## src/rtl/clock_divider_monitor_pkg.sv

```systemverilog
// clock_divider_monitor_pkg: shared state encoding and default widths
package clock_divider_monitor_pkg;
  localparam int DEF_CNT_W = 8;
  localparam int DEF_ERR_W = 8;
  typedef enum logic [1:0] {IDLE, ACQUIRE, TRACK, LOCKED} state_t;
endpackage

```

## src/rtl/edge_pulse_gen.sv

```systemverilog
// edge_pulse_gen: registers din once and emits registered rise/fall pulses plus a comb edge flag
module edge_pulse_gen (
  input  logic clk,
  input  logic rst,
  input  logic din,
  input  logic en,
  output logic rise_pulse,
  output logic fall_pulse,
  output logic e
);
  logic s1;
  assign e = din ^ s1;
  always_ff @(posedge clk) begin
    if (rst) begin
      s1 <= 1'b0;
      rise_pulse <= 1'b0;
      fall_pulse <= 1'b0;
    end else begin
      s1 <= din;
      rise_pulse <= en & din & ~s1;
      fall_pulse <= en & ~din & s1;
    end
  end
endmodule

```

## src/rtl/clock_divider_monitor.sv

```systemverilog
// clock_divider_monitor: edge pulses, half-period measurement, lock tracking and error counting for a divided clock
module clock_divider_monitor
  import clock_divider_monitor_pkg::*;
#(
  parameter int CNT_W = DEF_CNT_W,
  parameter int LOCK_CYCLES = 4,
  parameter int ERR_W = DEF_ERR_W
) (
  input  logic             clk,
  input  logic             rst,
  input  logic             din,
  input  logic             en,
  input  logic [CNT_W-1:0] exp_half,
  output logic             rise_pulse,
  output logic             fall_pulse,
  output logic             locked,
  output logic             err_pulse,
  output logic [ERR_W-1:0] err_count,
  output logic [CNT_W-1:0] meas_half
);
  localparam int GW = $clog2(LOCK_CYCLES + 1);
  state_t state;
  logic e, valid, stuck, good, bad;
  logic [CNT_W-1:0] run;
  logic [GW-1:0] good_cnt;
  edge_pulse_gen u_edge (
    .clk(clk),
    .rst(rst),
    .din(din),
    .en(en),
    .rise_pulse(rise_pulse),
    .fall_pulse(fall_pulse),
    .e(e)
  );
  assign valid = e && run != '0;
  assign stuck = !e && run >= exp_half;
  assign good = valid && run == exp_half;
  assign bad = (valid && run != exp_half) || stuck;
  always_ff @(posedge clk) begin
    if (rst) begin
      state <= IDLE;
      run <= '0;
      good_cnt <= '0;
      locked <= 1'b0;
      err_pulse <= 1'b0;
      err_count <= '0;
      meas_half <= '0;
    end else begin
      run <= !en ? '0 : e ? CNT_W'(1) : (run == '0 || &run) ? run : run + CNT_W'(1);
      meas_half <= valid ? run : meas_half;
      err_pulse <= 1'b0;
      if (!en) begin
        state <= IDLE;
        good_cnt <= '0;
        locked <= 1'b0;
      end else begin
        case (state)
          IDLE: state <= ACQUIRE;
          ACQUIRE: if (e && exp_half != '0) begin
            state <= TRACK;
            good_cnt <= '0;
          end
          TRACK: if (good) begin
            good_cnt <= good_cnt + GW'(1);
            if (good_cnt == GW'(LOCK_CYCLES - 1)) begin
              state <= LOCKED;
              locked <= 1'b1;
            end
          end else if (bad) good_cnt <= '0;
          LOCKED: if (bad) begin
            err_pulse <= 1'b1;
            err_count <= &err_count ? err_count : err_count + ERR_W'(1);
            state <= TRACK;
            good_cnt <= '0;
            locked <= 1'b0;
          end
          default: state <= IDLE;
        endcase
      end
    end
  end
endmodule

```

## config.mk

```make
export PLATFORM = sky130hd
export DESIGN_NAME = clock_divider_monitor
export DESIGN_NICKNAME = d
export VERILOG_FILES = /design/src/rtl/clock_divider_monitor_pkg.sv /design/src/rtl/edge_pulse_gen.sv /design/src/rtl/clock_divider_monitor.sv
export SDC_FILE = /design/constraint.sdc
export NUM_CORES = 1
export LEC_CHECK = 0
export ABC_AREA = 1
export BUFFER_PORTS_ARGS = -buffer_cell sky130_fd_sc_hd__buf_2
export CAP_MARGIN = 25
export CORE_ASPECT_RATIO = 2
export CORE_UTILIZATION = 50
export CTS_CLUSTER_DIAMETER = 80
export DETAILED_ROUTE_END_ITERATION = 16
export PLACE_DENSITY = 0.77
export SYNTH_ARGS = -nofsm -noshare
export SYNTH_HDL_FRONTEND = slang
export SYNTH_SLANG_ARGS = --single-unit
```

## constraint.sdc

```tcl
create_clock -name clk -period 4.6 [get_ports clk]
set_clock_uncertainty 0.15 [all_clocks]
set_input_delay 0.69 -clock clk [delete_from_list [all_inputs] [get_ports clk]]
set_output_delay 0.69 -clock clk [all_outputs]
set_load 0.02 [all_outputs]
```

==> results by stage, run 1 <==
Hold path:
- The end point of the worst hold path is locked.
- The launch instance of the worst min-delay path is locked.
- The worst hold path belongs to the class reg -> reg.
- Counting instances, the worst hold path has a depth of 2.

Clock tree:
- The number of buffers between clock root and the deepest sink is 2.
- In this run, post-CTS repair resized a total of 0 instances.
- The clock tree from TritonCTS is yes.
- The clock transition at the register clock pins on the worst setup and hold paths after CTS is approximately 0.07 ns.
- Clock tree synthesis selected as its root buffer the cell clkbuf_8.
- The clock latency reported for the late side of the worst-skew pair is roughly 0.28 ns.
- After clock tree synthesis, the setup repair step added 0 buffers.
- Clock tree synthesis inserted a total of 5 buffers.
- The H-tree level count is 2.
- The tree built by TritonCTS fans out to 34 sinks.
- The number of hold buffers added after cts is 0.

Finish:
- The antenna diode count is 0.
- The net count of the finished layout is around 330.
- The finished layout holds about 350 standard cells, fillers aside.
- Summing all non-filler instances in the final layout gives an area of about 0.0022 sq mm.
- The post-route netlist has between 20% and 30% of its cells at a drive strength greater than 1.
- The share of the core filled with cells in the final layout is approximately 60%.
- The area growth from synthesis to layout is 15.49%.

Floorplan:
- The I/O pin count is 32.
- The area enclosed by the die boundary is 0.004144 sq mm.
- The width of the die is about 46 um.
- The number of rows created at floorplan is 31.
- The area of the core is 0.003646 sq mm.
- For this configuration, the core starts out at a cell density of between 50% and 60%.
- The height of the die is approximately 90 um.

Timing:
- Setup repair after global routing left no endpoint under its margin.
- The relative max-transition margin is 61.37%.
- The total count of hold-check failures in the final report is 0.
- Setup total negative slack on the finished layout was measured at 0 ns.
- The final clock period utilization by the worst path is between 40% and 50%.
- Setup violations remaining at the end of the flow were counted as 0.
- The fmax is between 400 and 500 MHz.
- Counting I/O delays and the setup requirement, the final critical path takes roughly 2.1 ns.
- The slew at the pin closest to its max-slew limit is around 0.58 ns.
- The count of final max-slew check failures is 0.

Synthesis:
- In this run, distinct cell masters in the synthesized netlist total 31.
- The synthesized cell area is just under 0.002 sq mm.
- When the netlist entered floorplanning its net count stood at 291.
- Synthesis produced a netlist whose cell count is around 270.
- After synthesis the netlist holds a flip-flop and latch count of 34.
- The sequential area share after synthesis is 35.12%.
- The area share of the leading cell type in the synthesized netlist is a little over a third.
- The number of synthesis warnings is 0.
- The cell type with the highest aggregate area in the netlist is dfxtp_1.
- In this run the mean area of a mapped cell was about 7.3 sq um.
- After synthesis, the cell types taking the most area are dfxtp_1 35%, nand2_1 10%, ha_1 8.4%.

Power and ir drop:
- The worst voltage drop across the vdd grid is roughly 210 uV.
- The areal power density over the cells is around 270 mW/mm^2.
- The total leakage power is roughly 1.1 nW.
- After layout, the design draws a total of 0.0006069 W.

Critical path:
- For this design, the slowest cell found on the critical path is dfxtp_1.
- For the worst setup path, the data required time is approximately 4.6 ns.
- The most numerous cell type found on the critical path is nand2_4.
- The kind of start point of the critical path is a flop.
- The critical path is of the reg -> reg type.
- Across all register-to-register paths, the minimum setup slack is around 2.5 ns.
- STA classifies the critical path endpoint as a flop.
- The most critical setup path has its startpoint at run[1].
- The worst register-to-register path ends at err_count[0].
- The highest cell delay on the worst timing path is roughly 0.42 ns.
- Traced cell by cell, the critical path runs through inv_1 -> ha_1 -> nand2_1 -> nor2_1 -> nand2_2 -> inv_2 -> nor2_4 -> nand2_4 -> nand2_4 -> nand2_4 -> o21ai_2 -> a21oi_2.
- The biggest fanout along the worst timing path is 15.
- The arrival time of the worst setup path is ~2.2 ns.
- The origin of the critical flop-to-flop path is run[1].
- Counting cells, the worst reg-to-reg path comes to 12.

Route:
- For this run, design rule violations remaining after detail routing come to 0.
- In the final routed layout, each cell accounts on average for 11.76 um.
- The number of vias in the routed layout is approximately 1800.
- The wire length reported by the detailed router is just over 4000 um.
- The post-route antenna net violation count is 0.
- For this block, the initial DRC count from the detailed router was 32.
- Before antenna repair, the detailed router went through 4 iterations.
- Dividing the detail-routed via count by the number of cells gives approximately 5.0.

Global route:
- The wire length of the first global-routing pass is between 6000 and 7000 um.
- For this run, global-route usage on met2 was measured as between 40% and 50%.
- The maximum number of pins on one net before global-route repair is 16.
- The overall track demand over capacity in global routing is 22.28%.
- The number of antenna violations at the first check in global routing is 0.
- The number of global-route vias before repair was ~1700.
- Global routing consumed, on the met3 layer, 3.012% of the routing resources.
- In this run the most used layer during global routing was met2.
- Global routing used 19.77% of the available met1 tracks.
- After global routing the overflow that remains totals 0.

Outcome:
- The run finished with clean final reports.

Placement:
- After detailed placement, the total cell area comes to between 0.002 and 0.0025 sq mm.
- The HPWL after detailed placement is around 3300 um.
- In this run the tool buffered the top-level ports with 31 buffer cells.
- The number of placed instances, taps included is between 300 and 400.
- Routability-driven placement finished with a final weighted congestion of slightly below 0.9.

Job:
- The max-capacitance violation count is 0.
critical path: cells and delay by family (launching register included):
family	cells	cell delay, ns
AOI/OAI and AO/OA	2	0.20
adders and majority gates	1	0.19
buffers and inverters	2	0.17
DFF	1	0.42
and+or+nand+nor	7	0.87
state kept, by name (all words and copies together) (netlist names):
signal and flops:
err_pulse 1, meas_half 8, u_edge.fall_pulse 1, err_count 8, locked 1, run 8, state 2, good_cnt 3
u_edge.rise_pulse 1, u_edge.s1 1
metal layers:
| metal | vias to the layer above | wire length (um) |
|---|---|---|
| li1 | 920 | - |
| met1 | 811 | 1463 |
| met2 | 29 | 2430 |
| met3 | 13 | 86 |
| met4 | 0 | 160 |
| met5 | - | 0 |
cell usage after synthesis:
master,count
nand2_1,52
inv_1,39
dfxtp_1,34
nor2_1,23
a21oi_1,22
ha_1,13
nand3_1,13
o21ai_0,10
inv_2,9
nor3_1,8
nand3_2,5
xor2_1,5
nand2_4,4
nand2_2,3
nand4_1,3
xnor2_1,3
a211oi_1,2
a21oi_2,2
nor2_2,2
o21ai_1,2
o21ai_2,2
a31oi_1,1
and3_1,1
buf_4,1
clkbuf_1,1
nor2_4,1
nor3_2,1
o21a_1,1
o21ai_4,1
o31ai_1,1
xnor2_2,1
kinds of logic after synthesis:
group / Yosys count / synth area share, %
buf+inv: 50 / 9.877
simple gates: 116 / 28.86
compound gates: 44 / 13.30
flops: 34 / 35.12
fa+ha+maj: 13 / 8.393
xor+xnor: 9 / 4.455
cells in the final DEF (no fill, tap or decap), types with 2 or more instances in the layout:
cell type / count
nand2_1: 52
inv_1: 39
dfxtp_1: 34
buf_2: 31
nor2_1: 23
a21oi_1: 22
nand3_1: 13
ha_1: 13
o21ai_0: 10
inv_2: 9
nor3_1: 8
clkbuf_8: 6
xor2_1: 5
nand3_2: 5
nand2_4: 4
nand2_2: 3
xnor2_1: 3
nand4_1: 3
nor2_2: 2
o21ai_2: 2
a21oi_2: 2
a211oi_1: 2
o21ai_1: 2
area by class of cell:
class / instances / area (sq um)
Fill cell: 380 / 1408
Multi-Input combinational cell: 182 / 1066
Sequential cell: 34 / 680.7
Inverter: 48 / 180.2
Timing Repair Buffer: 31 / 155.1
Clock buffer: 6 / 82.58
Tap cell: 49 / 61.31
Clock inverter: 2 / 12.51
report_power, final:
| part | switching (W) | internal, W | total (W) |
|---|---|---|---|
| Clock | 0.000111 | 0.000120 | 0.000232 |
| Combinational | 0.0000468 | 0.0000232 | 0.0000700 |
| Sequential | 0.00000401 | 0.000301 | 0.000305 |
metrics by stage:
stage,worst slack [ns],hold WS [ns]
finish,2.472,0.3013
global route,2.351,0.3286
CTS,2.502,0.3033
detailed placement,2.206,0.2925
global placement,2.271,0.2809
floorplan,2.450,0.2933
how the worst max path moves through the flow:
stage	end	slack [ns]	cells after the start
floorplan	err_count[0]	2.45	13
global placement	err_count[0]	2.27	14
detailed placement	err_count[0]	2.21	14
CTS	err_count[0]	2.50	12
global route	err_count[0]	2.35	14
finish	err_count[0]	2.47	12
(Power assumes the default switching activity.)
==> inputs of run 2 (changes only) <==
==> constraint.sdc (replaced) <==
create_clock -name clk -period 2.22 [get_ports clk]
set_clock_uncertainty 0.15 [all_clocks]
set_input_delay 0.333 -clock clk [delete_from_list [all_inputs] [get_ports clk]]
set_output_delay 0.333 -clock clk [all_outputs]
set_load 0.02 [all_outputs]
==> run 2 against run 1 <==
Critical path depth rose by 1. Utilization is 1.1 points higher. Combinational power rose by 110%. Cell area is 1.8% higher. Die area unchanged. Worst hold slack got worse by 0.13 ns. First-iteration DRC count is 56% higher. Non-clock buffer count up 3. Worst setup slack got worse by 2.2 ns. Sequential power grew 110%. Critical path type unchanged. Highest routed layer unchanged.
==> results by stage, run 2 (synthesized netlist as in run 1, its figures left out) <==
Floorplan:
- The height of the die is about 90 um.
- The initial core utilization is a little over half.
- The die covers about 0.0041 sq mm.
- The I/O pin count is 32.
- After floorplanning, the core was sized to cover 0.003646 sq mm.
- The width of the die is between 40 and 50 um.
- The floorplan has 31 rows.

Hold path:
- The hold-critical path depth is 2.
- The end point of the worst hold path is state[1].
- The worst hold path begins at en.
- The min-delay analysis places its worst path in the category in -> reg.

Job:
- The max-capacitance violation count is 0.

Timing:
- The setup-violating endpoint count in the final report is 0.
- The final critical path takes up 89.08% of the cycle.
- The worst path needs just under 2 ns of the cycle, external delays included.
- The fmax is ~510 MHz.
- The count of final max-slew check failures is 0.
- Headroom to the max-slew limit came out at 59.62%.
- The total count of hold-check failures in the final report is 0.
- Setup total negative slack on the finished layout was measured at 0 ns.
- In the post-route analysis, the smallest setup slack over all paths is ~0.24 ns.
- The slew at the pin closest to its max-slew limit is 0.6023 ns.
- Setup repair after global routing left no endpoint under its margin.

Critical path:
- For the worst setup path, the data arrival time is 2.00 ns.
- The biggest fanout along the worst timing path is 10.
- STA puts the critical path data required time at 2.24 ns.
- Setup slack on the worst reg-to-reg path comes out at between 0.2 and 0.25 ns.
- The worst setup path is captured at a flop.
- The end of the worst register-to-register path is err_count[0].
- The worst setup path is launched from a flop.
- The origin of the critical flop-to-flop path is run[0].
- The depth of the worst register-to-register path is 13.
- The critical path is of the reg -> reg type.

Global route:
- The total congestion overflow is 0.
- The global-route track usage on met1 is about a fifth.
- The layer flagged by global routing as most heavily used is met2.
- Entering global routing, the biggest net connects 15 pins.
- The number of global-route vias before repair came to 1653.
- The met2 routing resource usage after global routing is between 40% and 50%.
- The first global-routing pass estimated between 6000 and 7000 um of wire.
- The number of antenna violations at the first check in global routing is 0.
- The met3 global-route usage is 3.012%.
- Across every metal layer, demand over resource in global routing totals 22.11%.

Finish:
- The largest registers in the layout are err_count x8, meas_half x8, run x8.
- The repair_antennas step left the layout with diodes totalling 0.
- The share of post-route cells with drive strength above 1 is a little under a quarter.
- The number of filler instances in the final layout is ~370.
- Relative to the synthesized area, the layout overhead comes to 17.56%.
- The multi-input logic area is 0.001066 sq mm.
- The area occupied by registers is around 680 sq um.
- The final layout contains between 300 and 400 nets.
- The most common cell after layout, fill and taps aside is nand2_1.
- The library cells used most frequently in the layout, excluding fill and tap cells, are 52 x nand2_1, 39 x inv_1, 34 x dfxtp_1.

Route:
- In the final routed layout, each cell accounts on average for 11.83 um.
- The number of vias in the routed layout is about 1800.
- After detailed routing, the number of remaining DRC violations is 0.
- The routed design has about 4200 um of wire.
- The first detailed-routing pass took 4 iterations.
- The violation count after the first detailed-route iteration is 50.
- The post-route antenna net violation count is 0.
- The via count normalized by instance count is ~5.

Power and ir drop:
- The areal power density over the cells is 593.4 mW/mm^2.
- Summed over all cells, the static leakage comes to 1.113 nW.
- The worst voltage drop across the vdd grid is 398.3 uV.

Placement:
- The HPWL after detailed placement is between 3000 and 4000 um.
- The count of buffers added on input and output ports is 31.
- The final weighted congestion of routability-driven global placement is roughly 0.85.
- Prior to clock tree synthesis, the placed netlist has a worst setup slack of around 0.21 ns.

Clock tree:
- The clock tree from TritonCTS is yes.
- The clock latency reported for the late side of the worst-skew pair is 0.28 ns.
- The tree built by TritonCTS fans out to 34 sinks.
- The clock root buffer is clkbuf_8.
- After clock tree synthesis, the repair step resized 0 gates.
- The total CTS buffers is 5.
- The number of hold buffers added after CTS was 0.
- After clock tree synthesis, the clock-pin slew on the worst setup and hold paths is roughly 0.07 ns.
- The clock tree synthesis step divided the H-tree into 2 levels.
- After clock tree synthesis, the setup repair step added 0 buffers.
- The longest clock path from root to sink contains 2 buffers.

Outcome:
- The flow ran to the end, and the final reports show no timing, DRC or antenna violations.
==> run 2: cell types whose count changed in the layout (fill, tap and decap cells not counted), sizes merged <==
cell,previous run,this run
clkinvlp,1,0
clkinv,1,0
buf,31,34
bufinv,0,1
==> run 2: worst max-delay path: stages, from the launching register on <==
cell and delay (ns):
dfxtp_1 0.36, inv_1 0.12, ha_1 0.29, nand2_1 0.05, inv_1 0.05, nand2_1 0.06
nor2_2 0.13, nor2_1 0.05, nand2_1 0.07, nand2_2 0.09, nand2_4 0.15, nand2_4 0.10
o21ai_2 0.16, a21oi_2 0.04
==> run 2: how the worst max path moves through the flow <==
stage	start	endpoint	slack, ns	depth (start not counted)
floorplan	exp_half[7]	err_count[0]	0.43	13
global placement	exp_half[5]	err_count[0]	0.25	14
detailed placement	exp_half[5]	err_count[0]	0.21	14
CTS	run[0]	err_count[0]	0.24	13
global route	run[0]	err_count[0]	0.06	13
finish	run[0]	err_count[0]	0.24	13
==> run 2: area by class of cell <==
| class | instances | share of cell area, % |
|---|---|---|
| timing repair buffer | 34 | 7.798 |
| sequential | 34 | 29.87 |
| tap | 49 | 2.691 |
| clock buffer | 6 | 3.624 |
| inverter | 48 | 7.908 |
| multi-input combinational | 182 | 46.79 |
| clock inverter | 1 | 1.318 |
==> run 2: layer usage <==
layer | part of all wire, % | up-vias
li1 | - | 926
met1 | 35 | 818
met5 | 0 | -
met4 | 4.1 | 0
met2 | 59 | 50
met3 | 2.6 | 15
==> run 2: report_power, final <==
part           internal (W)  leakage (nW)  switching (W)
clock              0.000359        0.0573       0.000211
combinational     0.0000517         0.780      0.0000976
sequential         0.000625         0.275     0.00000825
==> run 2: through the flow <==
stage	power, W	hold slack (ns)	utilization (%)	area (sq um)	cells
2_1_floorplan	0.0007506	0.2933	-	1938	266
3_3_place_gp	0.0007931	0.2825	59.40	2166	347
3_5_place_dp	0.0007960	0.2914	59.40	2166	347
4_1_cts	0.001363	0.1634	62.49	2278	354
5_1_grt	0.001403	0.1761	62.49	2278	354
6_report	0.001352	0.1674	62.49	2278	354
